==> config.mk <==
export PLATFORM = sky130hd
export DESIGN_NAME = alu_arbiter_ctrl
export DESIGN_NICKNAME = d
export VERILOG_FILES = /design/src/rtl/alu_arbiter_pkg.sv /design/src/rtl/alu_arbiter_ctrl_rr_arbiter2.sv /design/src/rtl/alu_arbiter_ctrl.sv
export SDC_FILE = /design/constraint.sdc
export NUM_CORES = 1
export LEC_CHECK = 0
export CAP_MARGIN = 20
export CORE_ASPECT_RATIO = 0.6
export CORE_MARGIN = 1
export CORE_UTILIZATION = 37
export DETAILED_ROUTE_END_ITERATION = 7
export PLACE_DENSITY = 0.81
export SYNTH_ARGS = -nofsm -noshare
export SYNTH_HDL_FRONTEND = slang
export SYNTH_HIERARCHICAL = 1
export SYNTH_SLANG_ARGS = --single-unit
==> constraint.sdc <==
create_clock -name clk -period 2.3 [get_ports clk]
set_input_delay 0.46 -clock clk [delete_from_list [all_inputs] [get_ports clk]]
set_output_delay 0.46 -clock clk [all_outputs]
set_load 0.02 [all_outputs]
==> src/rtl/alu_arbiter_pkg.sv <==
// ---------------------------------------------------------------------------
// alu_arbiter_pkg
// Shared definitions for the two-requester ALU arbiter/controller:
//   - state_e     : controller FSM states (IDLE, ISSUE, RESP)
//   - ALU_*       : ALUControl codes understood by the shared ALU
//   - FLAG_*      : bit positions inside the {N,Z,C,V} flag vector
//   - updates_cv(): true for the operations that define carry/overflow
// No ports (package).
// ---------------------------------------------------------------------------
package alu_arbiter_pkg;

    typedef enum logic [1:0] {
        ST_IDLE,
        ST_ISSUE,
        ST_RESP
    } state_e;

    localparam logic [2:0] ALU_ADD = 3'b000;
    localparam logic [2:0] ALU_SUB = 3'b001;
    localparam logic [2:0] ALU_AND = 3'b010;
    localparam logic [2:0] ALU_OR  = 3'b011;

    localparam int unsigned FLAG_N = 3;
    localparam int unsigned FLAG_Z = 2;
    localparam int unsigned FLAG_C = 1;
    localparam int unsigned FLAG_V = 0;

    // Only arithmetic operations produce meaningful carry/overflow.
    function automatic logic updates_cv(input logic [2:0] ctrl);
        return (ctrl == ALU_ADD) || (ctrl == ALU_SUB);
    endfunction

endpackage

==> src/rtl/alu_arbiter_ctrl_rr_arbiter2.sv <==
// ---------------------------------------------------------------------------
// rr_arbiter2
// Two-way round-robin arbiter with a one-bit last-grant register.
// A lone requester always wins; on a tie the requester not granted last wins.
// Ports:
//   clk    in   clock
//   rst    in   synchronous active-high reset (last grant := 1, so 0 wins first tie)
//   en_i   in   arbitration enable; no grant and no history update when low
//   req_i  in   [1:0] request vector
//   gnt_o  out  [1:0] one-hot (or zero) grant, combinational
// ---------------------------------------------------------------------------
module rr_arbiter2 (
    input  logic       clk,
    input  logic       rst,
    input  logic       en_i,
    input  logic [1:0] req_i,
    output logic [1:0] gnt_o
);

    logic last_q;
    logic last_d;

    always_comb begin
        gnt_o  = '0;
        last_d = last_q;
        if (en_i) begin
            if (req_i == 2'b11) begin
                gnt_o = last_q ? 2'b01 : 2'b10;
            end else begin
                gnt_o = req_i;
            end
            if (gnt_o != '0) begin
                last_d = gnt_o[1];
            end
        end
    end

    always_ff @(posedge clk) begin
        if (rst) begin
            last_q <= 1'b1;
        end else begin
            last_q <= last_d;
        end
    end

endmodule

==> src/rtl/alu_arbiter_ctrl.sv <==
// ---------------------------------------------------------------------------
// alu_arbiter_ctrl
// Shares one combinational ALU between two requesters. A request is accepted
// in IDLE (req_ready pulse), its operands drive the ALU during ISSUE, and the
// captured result/flags are presented in RESP until rsp_ready is seen.
// Optional macro ALU_FLAGREG_EN: adds the architectural {N,Z,C,V} register
// (flags_q); without it flags_q is constant zero.
// Ports:
//   clk, rst                    clock, synchronous active-high reset
//   req_valid[1:0]/req_ready    per-requester handshake
//   req_a/req_b[1:0][N-1:0]     per-requester operands
//   req_ctrl[1:0][2:0], req_s   per-requester ALUControl and set-flags bit
//   alu_a/alu_b/alu_ctrl        operands/control to the shared ALU
//   alu_result/alu_flags        combinational ALU result and {N,Z,C,V}
//   rsp_valid/rsp_ready         response handshake
//   rsp_id, rsp_result, rsp_flags  owner index and captured result/flags
//   flags_q                     architectural flag register
// ---------------------------------------------------------------------------
module alu_arbiter_ctrl
    import alu_arbiter_pkg::*;
#(
    parameter int unsigned N = 32
) (
    input  logic                clk,
    input  logic                rst,
    input  logic [1:0]          req_valid,
    output logic [1:0]          req_ready,
    input  logic [1:0][N-1:0]   req_a,
    input  logic [1:0][N-1:0]   req_b,
    input  logic [1:0][2:0]     req_ctrl,
    input  logic [1:0]          req_s,
    output logic [N-1:0]        alu_a,
    output logic [N-1:0]        alu_b,
    output logic [2:0]          alu_ctrl,
    input  logic [N-1:0]        alu_result,
    input  logic [3:0]          alu_flags,
    output logic                rsp_valid,
    input  logic                rsp_ready,
    output logic                rsp_id,
    output logic [N-1:0]        rsp_result,
    output logic [3:0]          rsp_flags,
    output logic [3:0]          flags_q
);

    state_e       state_q, state_d;
    logic         arb_en;
    logic [1:0]   grant;

    logic [N-1:0] a_q, b_q;
    logic [2:0]   ctrl_q;
    logic         id_q;
    logic [N-1:0] res_q;
    logic [3:0]   rflags_q;

    rr_arbiter2 u_arb (
        .clk   (clk),
        .rst   (rst),
        .en_i  (arb_en),
        .req_i (req_valid),
        .gnt_o (grant)
    );

    always_comb begin
        state_d   = state_q;
        arb_en    = 1'b0;
        rsp_valid = 1'b0;
        unique case (state_q)
            ST_IDLE: begin
                // Gate with rst so no accept pulse is shown while resetting.
                arb_en = !rst;
                if (grant != '0) begin
                    state_d = ST_ISSUE;
                end
            end
            ST_ISSUE: begin
                state_d = ST_RESP;
            end
            ST_RESP: begin
                rsp_valid = 1'b1;
                if (rsp_ready) begin
                    state_d = ST_IDLE;
                end
            end
            default: begin
                state_d = ST_IDLE;
            end
        endcase
    end

    assign req_ready = grant;

    // Operand registers feed the ALU directly, so they hold their last value
    // outside ISSUE instead of returning to zero.
    always_ff @(posedge clk) begin
        if (rst) begin
            state_q  <= ST_IDLE;
            a_q      <= '0;
            b_q      <= '0;
            ctrl_q   <= '0;
            id_q     <= 1'b0;
            res_q    <= '0;
            rflags_q <= '0;
        end else begin
            state_q <= state_d;
            if (grant != '0) begin
                a_q    <= req_a[grant[1]];
                b_q    <= req_b[grant[1]];
                ctrl_q <= req_ctrl[grant[1]];
                id_q   <= grant[1];
            end
            if (state_q == ST_ISSUE) begin
                res_q    <= alu_result;
                rflags_q <= alu_flags;
            end
        end
    end

    assign alu_a      = a_q;
    assign alu_b      = b_q;
    assign alu_ctrl   = ctrl_q;
    assign rsp_id     = id_q;
    assign rsp_result = res_q;
    assign rsp_flags  = rflags_q;

`ifdef ALU_FLAGREG_EN
    logic       s_q;
    logic [3:0] flg_q, flg_d;

    always_comb begin
        flg_d = flg_q;
        if (state_q == ST_ISSUE && s_q) begin
            flg_d[FLAG_N] = alu_flags[FLAG_N];
            flg_d[FLAG_Z] = alu_flags[FLAG_Z];
            if (updates_cv(ctrl_q)) begin
                flg_d[FLAG_C] = alu_flags[FLAG_C];
                flg_d[FLAG_V] = alu_flags[FLAG_V];
            end
        end
    end

    // rst has priority, so an operation caught in ISSUE never updates flags.
    always_ff @(posedge clk) begin
        if (rst) begin
            s_q   <= 1'b0;
            flg_q <= '0;
        end else begin
            if (grant != '0) begin
                s_q <= req_s[grant[1]];
            end
            flg_q <= flg_d;
        end
    end

    assign flags_q = flg_q;
`else
    logic unused_req_s;
    assign unused_req_s = ^req_s;
    assign flags_q      = '0;
`endif

endmodule

==> summary.md <==
| Metric | Value |
|---|---|
| Global route hottest layer | `met2` |
| Met1 GRT Util | `a little under a quarter` |
| GP Congestion | `0.838` |
| Ys flop type | `dfxtp_1` |
| Vias in the first global route | `4288` |
| Max Cap Violations | `0` |
| Fmax | `between 400 and 500 MHz` |
| Number of flops mapped to enable cells by yosys | `0` |
| WS Path Type | `register to primary output` |
| Yosys reg bits | `around 110` |
| GR Util met2 | `between 30% and 40%` |
| Status | `finished, final reports clean` |
| Reg2reg path depth | `9` |
| Unrepaired setup endpoints after global routing | `false` |
| Synth top area cells | `dfxtp_1, mux2i_1, mux2_2` |
| Cell taking the most area after synthesis | `dfxtp_1` |
| PD cells | `~630 nW/um2` |
| Clock latency at the later pin of the worst-skew pair | `roughly 0.34 ns` |
| Critical Path RT | `~1.8 ns` |
| Initial Util | `about two fifths` |
| Core ar. | `roughly 12000 um2` |
| Fin Setup TNS | `0 ns` |
| DRC | `0` |
| Detailed Routing Iterations Pass 1 | `4` |
| Final ANT Viol Nets | `0` |
| Die area | `around 13000 um2` |
| # clock sinks | `about 110` |
| Hold Crit Class | `register to register` |
| Area of the mapped netlist | `4620 um2` |
| Unique masters post-synth | `19` |
| Slew headroom | `between 20% and 30%` |
| Layout Cells excl Fill | `just over 900` |
| Vias | `between 4000 and 5000` |
| Post-synthesis sequential area ratio | `between 40% and 50%` |
| Post-Route Utilization | `65.9%` |
| Total grt overflow | `0` |
| Num rows | `31` |
| Die height | `between 80 and 90 um` |
| Via density | `between 4 and 5` |
| Wire per inst | `approximately 15 um` |
| Tightest Pin Transition | `1.14 ns` |
| Worst reg2reg path startpoint | `state_q[1]` |
| WP data arrival | `approximately 1.7 ns` |
| Reg2reg end | `alu_a[4]` |
| Worst Setup End Kind | `primary output` |
| P&R area growth vs syn | `72.6%` |
| Worst Hold Endpoint | `rsp_result[29]` |
| Maximum vdd ir drop | `~0.42 mV` |
| CTS clk-pin slew, worst paths | `roughly 0.07 ns` |
| Largest net degree at the start of global routing | `around 110` |
| First-pass GRT wire length | `21400 um` |
| Clock Root Buffer | `clkbuf_16` |
| CTS tree | `done` |
| Iter 0 DRT Violations | `140` |
| Hpwl dp | `roughly 11000 um` |
| Type of origin of the critical path | `register` |
| Final Setup Violations | `0` |
| Max-slew violations | `0` |
| Share of the synthesized area in the top cell type | `approximately 46%` |
| IO buf count | `around 280` |
| Worst Skew | `0.00724 ns` |
| Die Width | `about 150 um` |
| Hold_sp | `rsp_result[29]` |
| I/O pins | `about 290` |
| Tot GR Track Use | `20.9%` |
| Final WL | `approximately 14000 um` |
| Clock buffers created by TritonCTS | `9` |
| Placed insts | `900` |
| Final hold vios | `0` |
| Hold path cells | `2` |
| Setup crit start | `state_q[1]` |
| Total power | `roughly 5.1 mW` |
| Clock Path Buffers | `2` |
| Max H-tree Level | `3` |
| Syn avg cell area | `around 9.7 um2` |
| Leakage | `about 3 nW` |
| Reg2Reg Setup Slack | `0.29 ns` |
| Total Nets Final | `~920` |
| Initial antenna violation count | `0` |
| Ratio of cells with drive above 1 in the final layout | `13.8%` |
| Crit path time final | `~2.1 ns` |
| Share of synthesized registers carrying an async set or reset | `0%` |
| CP max FO | `4` |
| Count leader, synth | `dfxtp_1` |
| ANT cells | `0` |
| Synthesized instance count | `474` |
| Synth cell count leaders | `dfxtp_1, nand2_1, nor2_1` |
| Yosys warns | `6` |
| Crit share post-route | `slightly above 90%` |
| GR Util met3 | `under 10%` |
-- critical path, cell delays in order (launching register included) --
cell,delay [ns]
dfxtp_1,0.35
nor3_1,0.19
buf_4,0.15
nand2_1,0.10
a21oi_4,0.14
dlygate4sd2_1,0.37
-- area by class of cell --
class                           instances  area [um2]
Tap cell                              165         206
Clock inverter                          7         108
Inverter                                2        7.51
Sequential cell                       107        2140
Timing Repair Buffer                  298        3000
Clock buffer                            9         225
Fill cell                             976        4130
Multi-Input combinational cell        328        2280
-- how the worst max path moves through the flow --
| stage | depth (start not counted) | slack (ns) | to |
|---|---|---|---|
| finish | 5 | 0.19 | req_ready[0] |
| global route | 5 | 0.14 | req_ready[0] |
| CTS | 5 | 0.17 | req_ready[0] |
| detailed placement | 4 | -0.08 | req_ready[0] |
| global placement | 4 | -0.05 | req_ready[0] |
| floorplan | 9 | 0.02 | alu_a[11] |
-- power breakdown --
group          leakage (nW)  total [mW]  internal (mW)  switching, mW
sequential            0.874        2.05           1.98         0.0699
combinational          1.95        1.29          0.757          0.535
clock                 0.160        1.71          0.977          0.731
-- placed cells by master, fill, tap and decap left out, types with 4 or more instances in the layout --
| master | instances |
|---|---|
| dfxtp_1 | 107 |
| mux2_4 | 8 |
| buf_12 | 5 |
| buf_4 | 13 |
| clkdlybuf4s50_1 | 278 |
| mux2_2 | 59 |
| conb_1 | 4 |
| nand2_1 | 74 |
| clkbuf_16 | 9 |
| nor2_1 | 68 |
| mux2i_1 | 67 |
| a21oi_1 | 38 |
-- metal layers --
layer / up-vias / part of all wire, %
li1: 2118 / -
met1: 1997 / 41
met2: 179 / 49
met3: 21 / 8.2
met4: 0 / 1.9
met5: - / 0
-- sequential cells by signal, summed over array words and instances, names as in the netlist --
signal	flops
alu_a	32
alu_b	32
alu_ctrl	3
rsp_flags	4
rsp_id	1
rsp_result	32
state_q	2
u_arb/last_q	1
-- cell families after synthesis --
family	synth area share (%)
simple gates	12.4
mux	31.5
flops	46.4
compound gates	4.69
buf+inv	4.93
other cells	0.0812
-- timing repair --
item / CTS / global route
hold buffers: 0 / 0
resized for setup: 2 / 0
setup buffers: 0 / 0
setup endpoints to repair: 2 / 0
-- per-stage QoR --
| stage | setup slack [ns] | area [um2] | hold WS (ns) |
|---|---|---|---|
| after CTS | 0.173 | 7970 | 0.457 |
| final | 0.195 | 7970 | 0.454 |
| after global routing | 0.138 | 7970 | 0.471 |
| after global placement | -0.0550 | 7640 | 0.443 |
| after detailed placement | -0.0815 | 7640 | 0.446 |
| after floorplan | 0.0186 | 4630 | 0.474 |
Power figures use the tool's default switching activity.
